===== src/rtl/tomasulo_pkg.sv =====
// Types and constants shared by the CDB arbiter, the reservation stations and the FUs.
// The broadcast record travels as cdb_t wherever the default widths apply.
package tomasulo_pkg;

  localparam int XLEN  = 32;
  localparam int TAG_W = 4;

  typedef logic [TAG_W-1:0] tag_t;

  typedef struct packed {
    logic            valid;
    tag_t            tag;
    logic [XLEN-1:0] data;
  } cdb_t;

  // Successor of idx in a ring of n slots.
  function automatic int next_idx(int idx, int n);
    return (idx + 1 >= n) ? 0 : idx + 1;
  endfunction

endpackage


===== src/rtl/cdb_arbiter_if.sv =====
// FU result ports and the registered CDB broadcast, bundled as one bus.
// master = FU side (drives held results), slave = arbiter side (drives the CDB).
interface cdb_arbiter_if #(
  parameter int N_FU  = 4,
  parameter int XLEN  = tomasulo_pkg::XLEN,
  parameter int TAG_W = tomasulo_pkg::TAG_W
);

  localparam int SRC_W = $clog2(N_FU);

  logic [N_FU-1:0]            fu_valid;
  logic [N_FU-1:0][TAG_W-1:0] fu_tag;
  logic [N_FU-1:0][XLEN-1:0]  fu_result;

  logic                       cdb_valid;
  logic [TAG_W-1:0]           cdb_tag;
  logic [XLEN-1:0]            cdb_data;
  logic [SRC_W-1:0]           cdb_src;
  logic [15:0]                conflict_cnt;

  modport master (
    output fu_valid, fu_tag, fu_result,
    input  cdb_valid, cdb_tag, cdb_data, cdb_src, conflict_cnt
  );

  modport slave (
    input  fu_valid, fu_tag, fu_result,
    output cdb_valid, cdb_tag, cdb_data, cdb_src, conflict_cnt
  );

endinterface


===== src/rtl/rr_picker.sv =====
// Combinational round-robin picker: first set request at or above ptr, wrapping.
// No state and no flow control; the caller registers the result.
module rr_picker #(
  parameter int N  = 4,
  parameter int IW = $clog2(N)
) (
  input  logic [N-1:0]  req,
  input  logic [IW-1:0] ptr,
  output logic [N-1:0]  grant,
  output logic [IW-1:0] idx,
  output logic          any
);

  localparam int DW  = 2 * N;
  localparam int DIW = $clog2(DW);

  logic [DW-1:0]  dbl;
  logic [DW-1:0]  masked;
  logic [DIW-1:0] hit;

  // The upper copy of req supplies the wrapped candidates, so one
  // lowest-set-bit search over the masked double vector covers the ring.
  always_comb begin
    dbl    = {req, req};
    masked = dbl & ~((DW'(1) << ptr) - DW'(1));
    any    = 1'b0;
    hit    = '0;
    for (int j = 0; j < DW; j++) begin
      if (!any && masked[j]) begin
        any = 1'b1;
        hit = DIW'(j);
      end
    end
    idx   = (hit >= DIW'(N)) ? IW'(hit - DIW'(N)) : IW'(hit);
    grant = '0;
    if (any) begin
      grant[idx] = 1'b1;
    end
  end

endmodule


===== src/rtl/cdb_arbiter.sv =====
// Round-robin CDB arbiter: one held FU result broadcast per cycle, one cycle after eligibility.
// FUs hold results until their own grant is seen; all outputs are flops with no input-to-output path.
module cdb_arbiter #(
  parameter int N_FU  = 4,
  parameter int XLEN  = tomasulo_pkg::XLEN,
  parameter int TAG_W = tomasulo_pkg::TAG_W
) (
  input  logic         clk,
  input  logic         reset,
  cdb_arbiter_if.slave bus
);

  import tomasulo_pkg::*;

  localparam int SRC_W = $clog2(N_FU);

  logic [N_FU-1:0]  elig;
  logic [N_FU-1:0]  grant_oh;
  logic [SRC_W-1:0] grant_idx;
  logic             grant_any;
  logic             multi;
  logic [TAG_W-1:0] sel_tag;
  logic [XLEN-1:0]  sel_data;

  logic             valid_q;
  logic [TAG_W-1:0] tag_q;
  logic [XLEN-1:0]  data_q;
  logic [SRC_W-1:0] src_q;
  logic [SRC_W-1:0] rr_ptr;
  logic [15:0]      conflict_q;

  // The FU on the bus still shows valid until the coming edge; keep it out.
  always_comb begin
    elig = '0;
    for (int i = 0; i < N_FU; i++) begin
      elig[i] = bus.fu_valid[i] && !(valid_q && (src_q == SRC_W'(i)));
    end
  end

  assign multi = ($countones(elig) >= 2);

  rr_picker #(
    .N  (N_FU),
    .IW (SRC_W)
  ) u_pick (
    .req   (elig),
    .ptr   (rr_ptr),
    .grant (grant_oh),
    .idx   (grant_idx),
    .any   (grant_any)
  );

  always_comb begin
    sel_tag  = '0;
    sel_data = '0;
    for (int i = 0; i < N_FU; i++) begin
      if (grant_oh[i]) begin
        sel_tag  = sel_tag | bus.fu_tag[i];
        sel_data = sel_data | bus.fu_result[i];
      end
    end
  end

  // Tag, data and source hold when idle; consumers qualify them with valid.
  always_ff @(posedge clk) begin
    if (reset) begin
      valid_q    <= 1'b0;
      tag_q      <= '0;
      data_q     <= '0;
      src_q      <= '0;
      rr_ptr     <= '0;
      conflict_q <= '0;
    end else begin
      valid_q <= grant_any;
      if (grant_any) begin
        tag_q  <= sel_tag;
        data_q <= sel_data;
        src_q  <= grant_idx;
        rr_ptr <= SRC_W'(next_idx(int'(grant_idx), N_FU));
      end
      if (multi && (conflict_q != 16'hFFFF)) begin
        conflict_q <= conflict_q + 16'd1;
      end
    end
  end

  assign bus.cdb_valid    = valid_q;
  assign bus.cdb_tag      = tag_q;
  assign bus.cdb_data     = data_q;
  assign bus.cdb_src      = src_q;
  assign bus.conflict_cnt = conflict_q;

endmodule

===== src/flat_wrapper.sv =====
// flat-port wrapper written by rule: the top's interface ports become plain ports
module cdb_arbiter_flat import tomasulo_pkg::*;
#(
  parameter int N_FU  = 4,
  parameter int XLEN  = tomasulo_pkg::XLEN,
  parameter int TAG_W = tomasulo_pkg::TAG_W
)
  (clk, reset, bus_fu_valid, bus_fu_tag, bus_fu_result, bus_cdb_valid, bus_cdb_tag, bus_cdb_data, bus_cdb_src, bus_conflict_cnt);
  cdb_arbiter_if #(.N_FU(N_FU), .XLEN(XLEN), .TAG_W(TAG_W)) bus_i ();
  input  logic clk;
  input  logic reset;
  input wire logic [$bits(bus_i.fu_valid)-1:0] bus_fu_valid;
  input wire logic [$bits(bus_i.fu_tag)-1:0] bus_fu_tag;
  input wire logic [$bits(bus_i.fu_result)-1:0] bus_fu_result;
  output wire logic [$bits(bus_i.cdb_valid)-1:0] bus_cdb_valid;
  output wire logic [$bits(bus_i.cdb_tag)-1:0] bus_cdb_tag;
  output wire logic [$bits(bus_i.cdb_data)-1:0] bus_cdb_data;
  output wire logic [$bits(bus_i.cdb_src)-1:0] bus_cdb_src;
  output wire logic [$bits(bus_i.conflict_cnt)-1:0] bus_conflict_cnt;
  assign bus_i.fu_valid = bus_fu_valid;
  assign bus_i.fu_tag = bus_fu_tag;
  assign bus_i.fu_result = bus_fu_result;
  assign bus_cdb_valid = bus_i.cdb_valid;
  assign bus_cdb_tag = bus_i.cdb_tag;
  assign bus_cdb_data = bus_i.cdb_data;
  assign bus_cdb_src = bus_i.cdb_src;
  assign bus_conflict_cnt = bus_i.conflict_cnt;
  cdb_arbiter #(.N_FU(N_FU), .XLEN(XLEN), .TAG_W(TAG_W)) u_core (.clk(clk), .reset(reset), .bus(bus_i));
endmodule

===== config.mk =====
export PLATFORM = sky130hd
export DESIGN_NAME = cdb_arbiter_flat
export DESIGN_NICKNAME = d
export VERILOG_FILES = /design/src/rtl/tomasulo_pkg.sv /design/src/rtl/cdb_arbiter_if.sv /design/src/rtl/rr_picker.sv /design/src/rtl/cdb_arbiter.sv /design/src/flat_wrapper.sv
export SDC_FILE = /design/constraint.sdc
export NUM_CORES = 1
export LEC_CHECK = 0
export BUFFER_PORTS_ARGS = -buffer_cell sky130_fd_sc_hd__clkbuf_2
export CAP_MARGIN = 30
export CORE_UTILIZATION = 44
export CTS_CLUSTER_DIAMETER = 150
export DETAILED_ROUTE_END_ITERATION = 7
export PLACE_DENSITY_LB_ADDON = 0.2
export SYNTH_ARGS = -nofsm -noshare
export SYNTH_HDL_FRONTEND = slang
export SYNTH_SLANG_ARGS = --single-unit
export TNS_END_PERCENT = 30

===== constraint.sdc =====
create_clock -name clk -period 4.11 [get_ports clk]
set_input_delay 0.6165 -clock clk [delete_from_list [all_inputs] [get_ports clk]]
set_output_delay 0.6165 -clock clk [all_outputs]
set_load 0.02 [all_outputs]

==> results.json, run 1 <==
{
  "outcome": "completed",
  "grt_usage_pct": 28.28,
  "arrival_ns": 3.66,
  "overflow": 0,
  "powerDensity_nw_per_um2": 651.8,
  "ctsHoldBuffers": 0,
  "ctsHtreeMaxLevel": 3,
  "drv_cap": 0,
  "yosysUniqueCellTypes": 53,
  "start_kind": "flip-flop",
  "core_um2": 7408,
  "clock_power_share_pct": 19.6,
  "syn-cell-area_um2": 3457,
  "period_needed_ns": 3.427,
  "synth_top_cell_area_share_pct": 33.01,
  "cts-resized-gates": 0,
  "cts_tree": "yes",
  "clock_latency_ns": 0.33,
  "clock_path_buffers": 2,
  "wl_per_cell_um": 17.65,
  "wl_um": 11860,
  "fin_nets": 728,
  "rsz0062_at_grt": "no",
  "synth_nets": 546,
  "antennaDiodeCount": 0,
  "synth_area_leader_cell": "dfxtp_1",
  "layout_common_cells": "clkbuf_2 (204), dfxtp_1 (57), a211oi_1 (41)",
  "port-buffer-count": 204,
  "io_pins": 205,
  "ant_nets": 0,
  "max-vdd-ir-drop_uv": 287.4,
  "postCtsSetupBuffers": 0,
  "r2r_cells": 9,
  "dieHeight_um": 90.64,
  "synth_area_leaders": "dfxtp_1 (33%), a221oi_1 (9.1%), a22o_1 (9.1%)",
  "start_util_pct": 46.66,
  "p_int_mw": 1.781,
  "crit_path_max_fanout": 35,
  "period_share_pct": 83.39,
  "leakagePower_nw": 2.111,
  "die_w_um": 90.64,
  "area.growth.synth_to_final_pct": 37.50,
  "hold-path-cell-count": 2,
  "root_buffer": "clkbuf_8",
  "grt_max_degree": 39,
  "totalNegativeSetupSlack_ns": 0,
  "ys_seq_elements": 57,
  "netSwitchingPower_mw": 1.318,
  "antenna_found_initial": 0,
  "path_clk_slew_ns": 0.07,
  "postSynthCellCount": 387,
  "synthFlopType": "dfxtp_1",
  "yosysSeqAreaShare_pct": 33.01,
  "viasPerCell": 6.121,
  "worstPathRequired_ns": 4.34,
  "ys.warnings.count": 0,
  "final_common_cell": "clkbuf_2",
  "worst_pin_slew_ns": 1.015,
  "slew_viol_final": 0,
  "dieArea_um2": 8216,
  "syn_avg_cell_area_um2": 8.933,
  "dpl.hpwl_um": 8617,
  "grt_pass1_vias": 3879,
  "cp-end-kind": "flip-flop",
  "num_vias": 4113,
  "grt_pass1_wl_um": 18860,
  "synthArstFlopShare_pct": 0,
  "hp-class": "flip-flop to flip-flop",
  "seqPwrFrac_pct": 27.7,
  "clock_skew_ns": 0.005912,
  "setup_viol": 0,
  "power_frac_comb_pct": 52.6,
  "drc": 0,
  "rows": 31,
  "detail_route.iter0.violations": 185,
  "final_cells": 672,
  "final-hold-violation-count": 0,
  "drive_above_1_share_pct": 42.06,
  "swShare_pct": 42.52,
  "drt-pass1-iter-count": 4,
  "gp_congestion": 0.9212,
  "cts_sinks": 57,
  "path_class": "flip-flop to flip-flop",
  "max_freq_mhz": 291.8,
  "cts_buffers": 9,
  "max-slew-margin-rel_pct": 32.35,
  "dp.cells": 657,
  "ff2ff_setup_slack_ns": 0.68,
  "synth_edf_count": 0
}
-- layer usage --
layer  track usage [%]  wire length (um)
met2             48.30              5895
met5                 0                 0
met1             35.64              4912
met3             5.051               830
met4             9.677               226
-- logic make-up after synthesis --
logic type,after synthesis,share of synthesized area [%]
compound gates,154,36.05
simple gates,109,18.86
flops,57,33.01
buf+inv,49,5.827
mux,9,2.787
fa+ha+maj,9,3.475
-- power groups by stage --
stage | Clock [mW] | Sequential (mW) | Combinational [mW]
after floorplan | 0 | 1.04 | 0.934
after global placement | 0 | 0.862 | 1.60
after detailed placement | 0 | 0.869 | 1.62
after CTS | 0.618 | 0.858 | 1.63
after global routing | 0.644 | 0.879 | 1.76
final | 0.608 | 0.860 | 1.63
-- cell usage after synthesis (8+ instances only) --
cell / number
clkbuf_1: 25
dfxtp_1: 57
buf_2: 14
a21oi_1: 10
a221oi_1: 36
a22o_1: 36
nand2_1: 9
ha_1: 8
a211oi_1: 41
nor2_1: 14
nor4_1: 40
-- path summary, 6_finish.rpt --
check	startpoint	to
worst min register to register	u_core.bus.conflict_cnt[1]	u_core.bus.conflict_cnt[1]
worst min-delay path	u_core.bus.conflict_cnt[1]	u_core.bus.conflict_cnt[1]
worst max register to register	u_core.bus.cdb_valid	u_core.bus.cdb_data[27]
worst max-delay path	u_core.bus.cdb_valid	u_core.bus.cdb_data[27]
-- state kept, by name, indices dropped and copies added, names as in the netlist --
| name | count |
|---|---|
| u_core.bus.cdb_data | 32 |
| u_core.bus.cdb_src | 2 |
| u_core.bus.cdb_tag | 4 |
| u_core.bus.cdb_valid | 1 |
| u_core.bus.conflict_cnt | 16 |
| u_core.rr_ptr | 2 |
-- per-stage QoR --
step                setup WS [ns]  cell area (um^2)  hold slack [ns]  power (mW)  utilization [%]
floorplan                   1.018              3457           0.4801       1.974                -
global placement           0.8313              4524           0.5005       2.460            61.07
detailed placement         0.7067              4524           0.5257       2.492            61.07
CTS                        0.6993              4753           0.5352       3.106            64.16
global route               0.4481              4753           0.5507       3.283            64.16
finish                     0.6826              4753           0.5269       3.098            64.16
-- cell type report --
cell class | instances | area [um^2]
timing repair buffer | 213 | 1089
inverter | 7 | 26.28
clock buffer | 13 | 168.9
sequential | 57 | 1141
tap | 99 | 123.9
clock inverter | 2 | 60.06
fill | 664 | 2655
multi-input combinational | 281 | 2145
-- worst max-delay path, stage by stage (launching register included) --
cell      delay, ns
dfxtp_1        0.57
or3b_1         0.43
and3_2         0.29
buf_4          0.27
o32ai_1        0.48
ha_1           0.33
buf_4          0.38
a22o_1         0.21
a221oi_1       0.05
a211oi_1       0.29
Power figures use the tool's default switching activity.
==> run 2: changes to the inputs <==
==> constraint.sdc (replaced) <==
create_clock -name clk -period 3.4 [get_ports clk]
set_input_delay 0.51 -clock clk [delete_from_list [all_inputs] [get_ports clk]]
set_output_delay 0.51 -clock clk [all_outputs]
set_load 0.02 [all_outputs]
==> run 2 against run 1 <==
Net effect: utilization is 1.1 points higher; hold slack better by 0.016 ns; clock power is 12% higher; power is 22% higher; final cell count is 1.5% higher; routed wire length is 0.81% higher; sequential share of layout area is 0.39 points lower; non-clock buffer count is 9 higher; critical endpoint is now u_core.bus.cdb_data[22]; highest routed layer unchanged.
==> results.json, run 2 (synthesis results as in run 1) <==
{
  "max-vdd-ir-drop_uv": 386.0,
  "period_share_pct": 91.29,
  "r2r_cells": 9,
  "outcome": "completed",
  "setup_viol": 0,
  "largest_reg_flops": 32,
  "max_freq_mhz": 322.2,
  "detail_route.iter0.violations": 183,
  "cts_tree": "yes",
  "ff2ff_setup_slack_ns": 0.30,
  "cp-end-kind": "flip-flop",
  "final_cells": 682,
  "ant_nets": 0,
  "grt_usage_pct": 29.54,
  "area.growth.synth_to_final_pct": 39.78,
  "final_common_cell": "clkbuf_2",
  "rsz0062_at_grt": "no",
  "antennaDiodeCount": 0,
  "viasPerCell": 6.003,
  "path_class": "flip-flop to flip-flop",
  "path_clk_slew_ns": 0.07,
  "drc": 0,
  "hp-class": "flip-flop to flip-flop",
  "worstPathRequired_ns": 3.64,
  "fin_area_um2": 4832,
  "worstReg2RegEnd": "u_core.bus.cdb_data[22]",
  "port-buffer-count": 204,
  "core_um2": 7408,
  "gp_congestion": 0.8740,
  "drv_cap": 0,
  "overflow": 0,
  "drive_above_1_share_pct": 43.22,
  "postLayoutCoreUtil_pct": 65.23,
  "ctsHtreeMaxLevel": 3,
  "path_depth": 9,
  "clock_skew_ns": 0.01021,
  "cts_buffers": 9,
  "io_pins": 205,
  "leakagePower_nw": 2.151,
  "drt-pass1-iter-count": 5,
  "cpMaxStageDelayCell": "ha_1",
  "crit_chain": "nor3b_2 > nor2_1 > or3b_2 > o32ai_1 > ha_1 > buf_12 > a22o_1 > a221oi_1 > a211oi_1",
  "wl_um": 11960,
  "cp_num_buf_inv": 1,
  "worstSetupEndpoint": "u_core.bus.cdb_data[22]",
  "antenna_found_initial": 0,
  "grt_pass1_wl_um": 19550,
  "dp.cells": 666,
  "critPathLaunch": "u_core.bus.cdb_src[0]",
  "layout_common_cells": "clkbuf_2 (204), dfxtp_1 (57), a211oi_1 (41)",
  "cts_sinks": 57,
  "dieHeight_um": 90.64,
  "start_util_pct": 46.66,
  "clock_path_buffers": 2,
  "worst_pin_slew_ns": 0.8156,
  "critical-path-top-delay-family": "simple AND/OR/NAND/NOR gates",
  "cts-resized-gates": 0,
  "period_needed_ns": 3.104,
  "clock_latency_ns": 0.34,
  "slew_viol_final": 0,
  "die_w_um": 90.64,
  "arrival_ns": 3.34,
  "grt_max_degree": 41,
  "dpl.hpwl_um": 8862,
  "start_kind": "flip-flop",
  "root_buffer": "clkbuf_8",
  "ctsHoldBuffers": 0,
  "postCtsSetupBuffers": 0,
  "grt_pass1_vias": 4031,
  "powerDensity_nw_per_um2": 783.5,
  "final-hold-violation-count": 0,
  "critPathMaxStageDelay_ns": 0.59,
  "r2r-start": "u_core.bus.cdb_src[0]",
  "fin_nets": 737,
  "place_area_um2": 4617,
  "num_vias": 4094,
  "dieArea_um2": 8216,
  "max-slew-margin-rel_pct": 45.63,
  "totalNegativeSetupSlack_ns": 0,
  "crit_path_max_fanout": 12,
  "wl_per_cell_um": 17.54,
  "rows": 31
}
[run 2: cell count changes in the layout (fill, tap and decap cells not counted)]
| cell | change |
|---|---|
| buf_12 | +2 |
| buf_4 | +7 |
| bufinv_16 | -1 |
| clkbuf_1 | -1 |
| clkinv_2 | +1 |
| clkinvlp_4 | +2 |
[run 2: layout make-up]
class                   count  area [um^2]
multi-input cells         281         2145
clock buffers              12        165.2
clock inverters             4        50.05
well taps                  99        123.9
inverters                   7        26.28
repair buffers            222         1181
flip-flops and latches     57         1141
fillers                   665         2576
[run 2: power by group]
part | switching, mW | total (mW) | internal (mW) | leakage, nW
clock network | 0.286 | 0.683 | 0.397 | 0.105
registers | 0.151 | 1.04 | 0.884 | 0.470
logic | 1.20 | 2.07 | 0.870 | 1.58
total | 1.64 | 3.79 | 2.15 | 2.15
[run 2: routing by layer]
layer / global-route usage (%) / vias to the layer above / wire, um
li1: - / 1991 / -
met1: 35.45 / 1891 / 5020
met2: 48.36 / 184 / 5630
met3: 9.007 / 28 / 975
met4: 13.17 / 0 / 334
met5: 0 / - / 0
[run 2: worst min-delay path, delay by kind of cell, from the launching register on]
kind / cells / cell delay, ns
mux: 1 / 0.06
flops: 1 / 0.35
simple gates: 1 / 0.09
[run 2: worst min-delay path by stage]
stage | to | startpoint | cells after the start | slack [ns]
floorplan | u_core.rr_ptr[1] | u_core.rr_ptr[1] | 2 | 0.48
global placement | u_core.rr_ptr[1] | u_core.rr_ptr[1] | 2 | 0.51
detailed placement | u_core.bus.conflict_cnt[14] | u_core.bus.conflict_cnt[14] | 2 | 0.52
CTS | u_core.rr_ptr[1] | u_core.rr_ptr[1] | 2 | 0.54
global route | u_core.bus.conflict_cnt[6] | u_core.bus.conflict_cnt[6] | 2 | 0.57
finish | u_core.bus.conflict_cnt[1] | u_core.bus.conflict_cnt[1] | 2 | 0.54
[run 2: metrics by stage]
step,total power [mW],setup slack (ns),hold WS [ns]
after global placement,3.065,0.4254,0.5082
after CTS,3.789,0.3478,0.5360
after global routing,4.034,0.04153,0.5682
after detailed placement,3.098,0.3664,0.5209
final,3.786,0.2961,0.5425
after floorplan,2.387,0.3085,0.4801
==> run 3: changes to the inputs <==
--- a/config.mk
+++ b/config.mk
@@ -7,11 +7,13 @@
 export LEC_CHECK = 0
 export BUFFER_PORTS_ARGS = -buffer_cell sky130_fd_sc_hd__clkbuf_2
 export CAP_MARGIN = 30
-export CORE_UTILIZATION = 44
+export CORE_ASPECT_RATIO = 2
+export CORE_UTILIZATION = 42
 export CTS_CLUSTER_DIAMETER = 150
 export DETAILED_ROUTE_END_ITERATION = 7
 export PLACE_DENSITY_LB_ADDON = 0.2
 export SYNTH_ARGS = -nofsm -noshare
 export SYNTH_HDL_FRONTEND = slang
+export SYNTH_HIERARCHICAL = 1
 export SYNTH_SLANG_ARGS = --single-unit
 export TNS_END_PERCENT = 30
==> run 3 against run 2 <==
Net effect: power fell by 7.1%; maximum frequency rose by 8.2%; via count fell by 12%; final cell count fell by 5.6%.
==> results.json, run 3 <==
{
  "outcome": "completed",
  "die_w_um": 62.19,
  "ant_nets": 0,
  "max-vdd-ir-drop_uv": 379.5,
  "cpMaxStageDelayCell": "or4_4",
  "core_um2": 6994,
  "wl_um": 10010,
  "detail_route.iter0.violations": 243,
  "synth.most_common_cell": "a22oi_1",
  "viasPerCell": 5.601,
  "num_vias": 3607,
  "ctsHtreeMaxLevel": 3,
  "syn-cell-area_um2": 3043,
  "leakagePower_nw": 2.044,
  "period_share_pct": 84.37,
  "postCtsSetupBuffers": 0,
  "powerDensity_nw_per_um2": 792.4,
  "synthFlopType": "dfxtp_1",
  "dieHeight_um": 122.4,
  "cts-resized-gates": 0,
  "path_class": "flip-flop to flip-flop",
  "period_needed_ns": 2.869,
  "synthArstFlopShare_pct": 0,
  "synth_nets": 513,
  "io_pins": 205,
  "hp-class": "flip-flop to flip-flop",
  "place_area_um2": 4120,
  "max_freq_mhz": 348.6,
  "drt-pass1-iter-count": 5,
  "ys.warnings.count": 6,
  "drv_cap": 0,
  "postSynthCellCount": 359,
  "rsz0062_at_grt": "no",
  "grt_pass1_vias": 3339,
  "grt_pass1_wl_um": 15670,
  "fillCellCount": 659,
  "rows": 43,
  "grt_max_degree": 55,
  "cts_buffers": 9,
  "arrival_ns": 3.12,
  "worstPathRequired_ns": 3.66,
  "layout_common_cells": "clkbuf_2 (204), a22oi_1 (72), nor2_1 (61)",
  "area.growth.synth_to_final_pct": 45.81,
  "drive_above_1_share_pct": 42.78,
  "critical-path-top-delay-family": "simple AND/OR/NAND/NOR gates",
  "synth_area_leaders": "dfxtp_1 (38%), a22oi_1 (18%), a311oi_1 (10%)",
  "yosysSeqAreaShare_pct": 37.50,
  "synth_top_cell_area_share_pct": 37.50,
  "crit_chain": "nand2b_1 > o21ai_0 > fa_1 > o31a_1 > or4_4 > or3_1 > a21oi_1",
  "final-hold-violation-count": 0,
  "clock_path_buffers": 2,
  "setup_viol": 0,
  "drc": 0,
  "cp_num_buf_inv": 0,
  "cts_sinks": 57,
  "slew_viol_final": 0,
  "antenna_found_initial": 0,
  "wl_per_cell_um": 15.54,
  "start_util_pct": 43.51,
  "max-slew-margin-rel_pct": 59.06,
  "fin_area_um2": 4437,
  "final_common_cell": "clkbuf_2",
  "start_kind": "flip-flop",
  "totalNegativeSetupSlack_ns": 0,
  "port-buffer-count": 204,
  "ys_seq_elements": 57,
  "grt_usage_pct": 26.27,
  "cts_tree": "yes",
  "cp-end-kind": "flip-flop",
  "critPathMaxStageDelay_ns": 0.60,
  "root_buffer": "clkbuf_16",
  "dieArea_um2": 7610,
  "overflow": 0,
  "largest_reg_flops": 32,
  "ff2ff_setup_slack_ns": 0.53,
  "crit_path_max_fanout": 13,
  "synth_area_leader_cell": "dfxtp_1",
  "clock_skew_ns": 0.007825,
  "dpl.hpwl_um": 7518,
  "antennaDiodeCount": 0,
  "fin_nets": 703,
  "syn_avg_cell_area_um2": 8.476,
  "worst_pin_slew_ns": 0.6141,
  "gp_congestion": 0.8417,
  "yosysUniqueCellTypes": 42,
  "path_clk_slew_ns": 0.05,
  "ctsHoldBuffers": 0,
  "clock_latency_ns": 0.33,
  "synth_edf_count": 0,
  "synth.top_cells.by_count": "a22oi_1 (72), nor2_1 (62), dfxtp_1 (57), a311oi_1 (36), clkbuf_1 (32)"
}
run 3: path summary, 6_finish.rpt:
| kind | startpoint | endpoint | cells past startpoint |
|---|---|---|---|
| worst max-delay path | u_core/bus.cdb_src[1] | u_core/bus.conflict_cnt[9] | 7 |
| worst max register to register | u_core/bus.cdb_src[1] | u_core/bus.conflict_cnt[9] | 7 |
| worst min register to register | u_core/bus.cdb_data[13] | u_core/bus.cdb_data[13] | 2 |
| worst min-delay path | u_core/bus.cdb_data[13] | u_core/bus.cdb_data[13] | 2 |
run 3: logic make-up after synthesis:
group / after synthesis / share of synthesized area, %
AOI/OAI and AO/OA: 131 / 33.43
and+or+nand+nor: 113 / 18.05
DFF: 57 / 37.50
buffers and inverters: 40 / 4.934
xor gates and xnor gates: 10 / 2.878
muxes: 4 / 1.316
adders and majority gates: 4 / 1.892
run 3: final cells by class:
class	count	area [um^2]	share of cell area, %
Clock inverter	4	50.05	1.128
Timing Repair Buffer	212	1081	24.37
Multi-Input combinational cell	262	1759	39.65
Sequential cell	57	1141	25.72
Clock buffer	12	266.5	6.007
Inverter	7	26.28	0.5922
Tap cell	90	112.6	2.538
run 3: through the flow:
step | instances | hold slack (ns) | utilization [%] | power [mW] | setup slack [ns]
after floorplan | 359 | 0.5265 | - | 2.082 | 0.6982
after global placement | 628 | 0.4713 | 58.91 | 2.557 | 0.6475
after detailed placement | 628 | 0.4783 | 58.91 | 2.590 | 0.5503
after CTS | 644 | 0.4852 | 63.43 | 3.533 | 0.5399
after global routing | 644 | 0.5035 | 63.43 | 3.739 | 0.1922
final | 644 | 0.4794 | 63.43 | 3.516 | 0.5315
run 3: power by group:
group,switching [mW],internal (mW)
clock network,0.306,0.624
registers,0.129,0.880
logic,0.968,0.608
run 3: layer usage:
layer,vias up,share of wire (%),global-route usage [%],routed length [um]
met5,-,0,0,0
met4,0,2.3,12.94,231
met3,19,6.4,6.506,636
met2,169,51,45.19,5110
met1,1648,40,30.11,4031
li1,1771,-,-,-
run 3: worst register-to-register path, cell delays in order, from the launching register on:
cell	delay [ns]
dfxtp_1	0.34
nand2b_1	0.14
o21ai_0	0.32
fa_1	0.46
o31a_1	0.44
or4_4	0.60
or3_1	0.34
a21oi_1	0.16
